`config.mk`:
```
export PLATFORM = sky130hd
export DESIGN_NAME = snn_timestep_scheduler
export DESIGN_NICKNAME = d
export VERILOG_FILES = /design/src/rtl/snn_timestep_scheduler.sv
export SDC_FILE = /design/constraint.sdc
export NUM_CORES = 1
export LEC_CHECK = 0
export CAP_MARGIN = 20
export CELL_PAD_IN_SITES_DETAIL_PLACEMENT = 1
export CELL_PAD_IN_SITES_GLOBAL_PLACEMENT = 2
export CORE_MARGIN = 8
export CORE_UTILIZATION = 35
export CTS_BUF_LIST = sky130_fd_sc_hd__clkbuf_4
export CTS_CLUSTER_DIAMETER = 30
export DETAILED_ROUTE_END_ITERATION = 10
export PLACE_DENSITY = 0.82
export SLEW_MARGIN = 20
export SYNTH_ARGS = -nofsm -noshare
export SYNTH_HDL_FRONTEND = slang
export SYNTH_SLANG_ARGS = --single-unit
```
`constraint.sdc`:
```
create_clock -name wb_clk_i -period 4.5 [get_ports wb_clk_i]
set_input_delay 0.45 -clock wb_clk_i [delete_from_list [all_inputs] [get_ports wb_clk_i]]
set_output_delay 0.45 -clock wb_clk_i [all_outputs]
set_load 0.01 [all_outputs]
```
`src/rtl/snn_timestep_scheduler.sv`:
```
// snn_timestep_scheduler: steps the 256-neuron core through a run of timesteps.
// Define SCHED_IRQ_EN to add a sticky completion interrupt (irq_o / irq_clr_i).
module snn_timestep_scheduler #(
    parameter int NUM_AXONS   = 256,
    parameter int EVAL_CYCLES = 2,
    parameter int STEP_W      = 8,
    parameter int ADDR_W      = 11
) (
    input  logic                 wb_clk_i,
    input  logic                 wb_rst_i,
    input  logic                 start_i,
    input  logic                 abort_i,
    input  logic [STEP_W-1:0]    num_steps_i,
    output logic                 busy_o,
    output logic                 done_o,
    output logic                 param_in_en_o,
    output logic                 in_rd_en_o,
    output logic [ADDR_W-1:0]    in_rd_addr_o,
    input  logic [31:0]          in_rd_data_i,
    output logic [NUM_AXONS-1:0] spike_axon_o,
    input  logic [NUM_AXONS-1:0] spike_neuron_i,
    output logic                 out_wr_en_o,
    output logic [ADDR_W-1:0]    out_wr_addr_o,
    output logic [31:0]          out_wr_data_o,
`ifdef SCHED_IRQ_EN
    output logic                 irq_o,
    input  logic                 irq_clr_i,
`endif
    input  logic                 out_wr_ready_i
);

    localparam int WORDS  = NUM_AXONS / 32;
    localparam int WORD_W = (WORDS > 1) ? $clog2(WORDS) : 1;
    localparam int EVAL_W = $clog2(EVAL_CYCLES + 1);
    localparam logic [WORD_W-1:0] LAST_WORD = WORD_W'(WORDS - 1);
    localparam logic [EVAL_W-1:0] LAST_EVAL = EVAL_W'(EVAL_CYCLES - 1);

    typedef enum logic [2:0] {
        IDLE,
        FETCH,
        FETCH_WAIT,
        EVAL,
        CAPTURE,
        STORE,
        NEXT,
        DONE
    } state_t;

    state_t                state;
    logic [STEP_W-1:0]     step;
    logic [STEP_W-1:0]     num_steps_q;
    logic [STEP_W:0]       step_inc;
    logic [WORD_W-1:0]     word;
    logic [EVAL_W-1:0]     eval_cnt;
    logic [NUM_AXONS-1:0]  staging;
    logic [NUM_AXONS-1:0]  staged_full;
    logic [NUM_AXONS-1:0]  out_buf;
    logic                  last_step;

    // Memory layout: each step owns WORDS consecutive words; wraps modulo 2^ADDR_W.
    function automatic logic [ADDR_W-1:0] word_addr(
        input logic [STEP_W-1:0] s,
        input logic [WORD_W-1:0] k
    );
        word_addr = ADDR_W'(32'(s) * WORDS + 32'(k));
    endfunction

    assign step_inc  = {1'b0, step} + 1'b1;
    assign last_step = (step_inc == {1'b0, num_steps_q});

    // The last word arrives in FETCH_WAIT; merge it so the axon vector updates in one step.
    always_comb begin
        staged_full = staging;
        staged_full[NUM_AXONS-32 +: 32] = in_rd_data_i;
    end

    always_ff @(posedge wb_clk_i or negedge wb_rst_i) begin
        if (!wb_rst_i) begin
            state         <= IDLE;
            step          <= '0;
            num_steps_q   <= '0;
            word          <= '0;
            eval_cnt      <= '0;
            staging       <= '0;
            out_buf       <= '0;
            spike_axon_o  <= '0;
            busy_o        <= 1'b0;
            done_o        <= 1'b0;
            param_in_en_o <= 1'b1;
            in_rd_en_o    <= 1'b0;
            in_rd_addr_o  <= '0;
            out_wr_en_o   <= 1'b0;
            out_wr_addr_o <= '0;
            out_wr_data_o <= '0;
        end else if (abort_i && state != IDLE) begin
            state         <= IDLE;
            busy_o        <= 1'b0;
            done_o        <= 1'b0;
            param_in_en_o <= 1'b1;
            in_rd_en_o    <= 1'b0;
            out_wr_en_o   <= 1'b0;
        end else begin
            unique case (state)
                IDLE: begin
                    if (start_i) begin
                        num_steps_q   <= num_steps_i;
                        step          <= '0;
                        word          <= '0;
                        busy_o        <= 1'b1;
                        param_in_en_o <= 1'b0;
                        if (num_steps_i == '0) begin
                            state  <= DONE;
                            done_o <= 1'b1;
                        end else begin
                            state        <= FETCH;
                            in_rd_en_o   <= 1'b1;
                            in_rd_addr_o <= word_addr('0, '0);
                        end
                    end
                end
                FETCH: begin
                    if (word != '0)
                        staging[32*(int'(word)-1) +: 32] <= in_rd_data_i;
                    if (word == LAST_WORD) begin
                        state      <= FETCH_WAIT;
                        in_rd_en_o <= 1'b0;
                    end else begin
                        word         <= word + 1'b1;
                        in_rd_addr_o <= word_addr(step, word + 1'b1);
                    end
                end
                FETCH_WAIT: begin
                    staging      <= staged_full;
                    spike_axon_o <= staged_full;
                    eval_cnt     <= '0;
                    state        <= EVAL;
                end
                EVAL: begin
                    if (eval_cnt == LAST_EVAL)
                        state <= CAPTURE;
                    else
                        eval_cnt <= eval_cnt + 1'b1;
                end
                CAPTURE: begin
                    out_buf       <= spike_neuron_i;
                    word          <= '0;
                    state         <= STORE;
                    out_wr_en_o   <= 1'b1;
                    out_wr_addr_o <= word_addr(step, '0);
                    out_wr_data_o <= spike_neuron_i[31:0];
                end
                STORE: begin
                    if (out_wr_ready_i) begin
                        if (word == LAST_WORD) begin
                            out_wr_en_o <= 1'b0;
                            state       <= NEXT;
                        end else begin
                            word          <= word + 1'b1;
                            out_wr_addr_o <= word_addr(step, word + 1'b1);
                            out_wr_data_o <= out_buf[32*(int'(word)+1) +: 32];
                        end
                    end
                end
                NEXT: begin
                    step <= step + 1'b1;
                    word <= '0;
                    if (last_step) begin
                        state  <= DONE;
                        done_o <= 1'b1;
                    end else begin
                        state        <= FETCH;
                        in_rd_en_o   <= 1'b1;
                        in_rd_addr_o <= word_addr(step + 1'b1, '0);
                    end
                end
                DONE: begin
                    state         <= IDLE;
                    done_o        <= 1'b0;
                    busy_o        <= 1'b0;
                    param_in_en_o <= 1'b1;
                end
                default: state <= IDLE;
            endcase
        end
    end

`ifdef SCHED_IRQ_EN
    logic to_done;

    // Rises together with done_o; an abort never reaches DONE so never sets it.
    assign to_done = (state == IDLE && start_i && num_steps_i == '0)
                   || (state == NEXT && !abort_i && last_step);

    always_ff @(posedge wb_clk_i or negedge wb_rst_i) begin
        if (!wb_rst_i)
            irq_o <= 1'b0;
        else if (irq_clr_i)
            irq_o <= 1'b0;
        else if (to_done)
            irq_o <= 1'b1;
    end
`endif

endmodule

```
==> summary.txt <==
Setup path
  • CP Depth: 11
  • CP Capture Type: flop
  • Critical Path Start Type: flop
  • Critical-path maximum fanout: 33
  • Worst reg2reg path endpoint: staging[3]
  • Family with the most delay on the worst path: simple AND/OR/NAND/NOR gates
  • Critical Path Sink: staging[3]
  • Crit path DAT: 4540 ps
  • CP max-delay cell: buf_4
  • Most frequent CP cell: ha_1
  • FF-to-FF setup slack: 860 ps
  • Crit-path cells: inv_2 -> ha_1 -> and2_1 -> nand2_1 -> ha_1 -> nor2_1 -> nand4_1 -> a21oi_1 -> and3_2 -> buf_4 -> mux2_2
  • CP Class: reg2reg
  • R2R Path Start: word[0]
  • Slowest stage delay, CP: 510 ps
  • Critical path data required time: 5400 ps
  • Crit. Startpoint: word[0]
  • Worst Reg2Reg Path Length in Cells: 11
  • CP bufs+invs: 2

Floorplan
  • Die Y: 319.9 µm
  • Die W: 319.9 µm
  • Starting Density: 35.31%
  • Die area: 0.1023 mm²
  • Row count: 111
  • Core region area: 0.09152 mm²
  • I/O pin cnt: 616

Placement
  • RD Place Congestion: 0.8424
  • I/O Buffers: 615
  • Dpl ws: 853.5 ps
  • Placed instance area: 0.03979 mm²
  • DP Wirelength: 78,680 µm

Timing
  • Setup TNS: 0 ps
  • Final count of hold timing violations: 0
  • Worst slew margin: 24.25%
  • Fin crit share: 80.87%
  • Fin worst setup slack: 860.9 ps
  • Final min period: 3639 ps
  • Max Clk Rate: 274.8 MHz
  • Setup Skew: 83.91 ps
  • Pins Over Slew Limit: 0
  • Actual slew at the worst max-slew pin: 1135 ps
  • Unrepaired setup endpoints after global routing: false
  • Final setup vio count: 0

Global routing
  • M1 GR Usage: 27.25%
  • GR peak layer: met2
  • Global-route wire length before repair: 184,900 µm
  • Overflow left after global routing: 0
  • GRT Util Overall: 23.35%
  • Largest net degree at the start of global routing: 111
  • Met2 Use GR: 39.48%
  • Number of antenna violations at the first check in global routing: 26
  • Grt met3 use: 7.186%
  • Vias in the first global route: 28,660

Power
  • Total power: 23.74 mW
  • Clock power frac: 27.4%
  • Sw frac: 34.27%
  • Internal power: 15.60 mW
  • Sequential share of power: 41.8%
  • VDD IR max: 0.3292 mV
  • P per Cell Area: 524.5 mW/mm²
  • Combinational share of power: 30.7%
  • P_sw: 8.136 mW
  • Leakage power: 20.36 nW

Yosys
  • Sequential element share of the synthesized area: 60.94%
  • Async SR Flop Fraction: 100.0%
  • Share of the synthesized area in the top cell type: 60.86%
  • Area leader, netlist: dfrtp_1
  • Cell Area, Synth: 0.03232 mm²
  • Yosys reg bits: 787
  • Post-synth EDFFs: 0
  • Avg Cell Area, Syn: 13.59 µm²
  • Syn nets: 2,692
  • Synth Instances: 2,378
  • Synth area leaders: dfrtp_1, mux2_2, mux4_2, o21ai_0, a22o_1
  • Most used DFF post-synth: dfrtp_1
  • Synthesis Warnings: 0
  • Netlist cell types: 63

Route
  • Drt via density: 5.262
  • Vias: 24,900
  • Iter 0 DRT Violations: 1,623
  • Final wirelength: 122,000 µm
  • DRC Markers: 0
  • First-pass detailed-route iteration total: 5
  • Final ANT Viol Nets: 0
  • Routed length per placed instance: 25.78 µm

Clocking
  • Number of buffers created by CTS: 217
  • Clock sink total: 787
  • CTS H-tree depth: 4
  • Clock root buffer master: clkbuf_4
  • Clock Tree Buf Depth: 3
  • CTS tree: done
  • Latest clock arrival within the worst-skew pair: 1090 ps
  • Clk slew on worst S/H paths: 60 ps
  • Postcts setup bufs: 0

Min path
  • Hold WC Path Type: in2reg
  • Hold Path Depth: 2

Flow run
  • Max-cap violations: 0

Cells and area
  • Leading cell type in the layout, fill and taps excluded: dfrtp_1
  • Area Growth Syn to Fin: 40.04%
  • Final instance area: 0.04526 mm²
  • Share of cells above drive strength 1: 29.00%
  • # nets final: 3,683
  • Most frequent cells in the layout: dfrtp_1, clkdlybuf4s50_1, mux2_2

Run status
  • Status: finished clean
cells in the mapped netlist (all sizes together) (2+ instances only):
library cell	count
and4	3
nor2b	36
inv	14
clkinv	2
o21ai	127
a22oi	2
xnor2	7
nor3	68
o22ai	4
and3	2
nor2	96
buf	84
o21bai	2
a31oi	11
a21o	31
dfrtp	786
mux2i	2
nand4	11
a21oi	81
xor2	7
nor3b	2
nand2	139
nor4	6
a22o	67
nand3b	3
a221oi	33
nand3	9
ha	13
mux2	568
mux4	32
clkbuf	75
nand2b	40
flip-flops by register name, summed over array words and instances, names as in the netlist:
signal and cells:
busy_o 1, done_o 1, eval_cnt 2, in_rd_addr_o 11, in_rd_en_o 1, num_steps_q 8
out_buf 224, out_wr_addr_o 11, out_wr_data_o 32, out_wr_en_o 1, param_in_en_o 1, spike_axon_o 256
staging 224, state 3, step 8, word 3
logic make-up after synthesis:
logic type               share of synthesized area (%)
flip-flops                                       60.94
AND/OR/NAND/NOR                                  6.226
buffers and inverters                            2.451
AO/OA/AOI/OAI                                    7.333
XOR/XNOR                                        0.4607
adder cells (fa/ha/maj)                         0.5033
multiplexers                                     22.08
final cells by class:
type | count | area (µm²)
repair buffers | 931 | 9394
flip-flops and latches | 787 | 19700
well taps | 1186 | 1484
clock buffers | 317 | 2380
inverters | 16 | 60.06
clock inverters | 50 | 274.0
fillers | 9280 | 46270
multi-input cells | 1416 | 11890
diodes | 29 | 72.57
per-stage QoR:
stage | cells | util (%) | hold slack [ps]
CTS | 4703 | 49.37 | 13.02
global route | 4725 | 49.43 | 63.85
finish | 4732 | 49.45 | 203.1
global placement | 4064 | 43.48 | 452.8
detailed placement | 4064 | 43.48 | 461.2
floorplan | 2378 | - | 154.4
layer usage:
layer  up-vias  wire, µm
li1      10630         -
met1     12960     48000
met2      1021     60330
met3       277      8778
met4         6      4857
met5         -        37
what timing repair did:
item / in CTS / in global routing
hold endpoints to repair: 767 / 0
setup endpoints to repair: 0 / 0
resized for setup: 0 / 0
hold buffers: 272 / 0
power by group through the flow:
stage / Combinational [mW] / Sequential [mW] / Clock, mW
after global routing: 7.77 / 10.1 / 7.08
final: 7.30 / 9.93 / 6.51
after floorplan: 3.94 / 9.66 / 0
after detailed placement: 6.88 / 9.88 / 0
after CTS: 7.10 / 9.77 / 6.61
after global placement: 6.65 / 9.74 / 0
worst min path at each step:
| stage | slack (ps) | startpoint | end |
|---|---|---|---|
| after global placement | 450 | staging[146] | staging[146] |
| final | 200 | in_rd_data_i[17] | spike_axon_o[241] |
| after floorplan | 150 | wb_rst_i | busy_o |
| after CTS | 10 | in_rd_data_i[6] | spike_axon_o[230] |
| after global routing | 60 | in_rd_data_i[26] | spike_axon_o[250] |
| after detailed placement | 460 | staging[130] | staging[130] |
worst reg2reg max path, cell delays in order (launching register included):
cell,delay [ps]
dfrtp_4,430
inv_2,70
ha_1,430
and2_1,300
nand2_1,100
ha_1,310
nor2_1,110
nand4_1,100
a21oi_1,460
and3_2,280
buf_4,510
mux2_2,430
No activity file was read; power rests on OpenSTA's default activity.
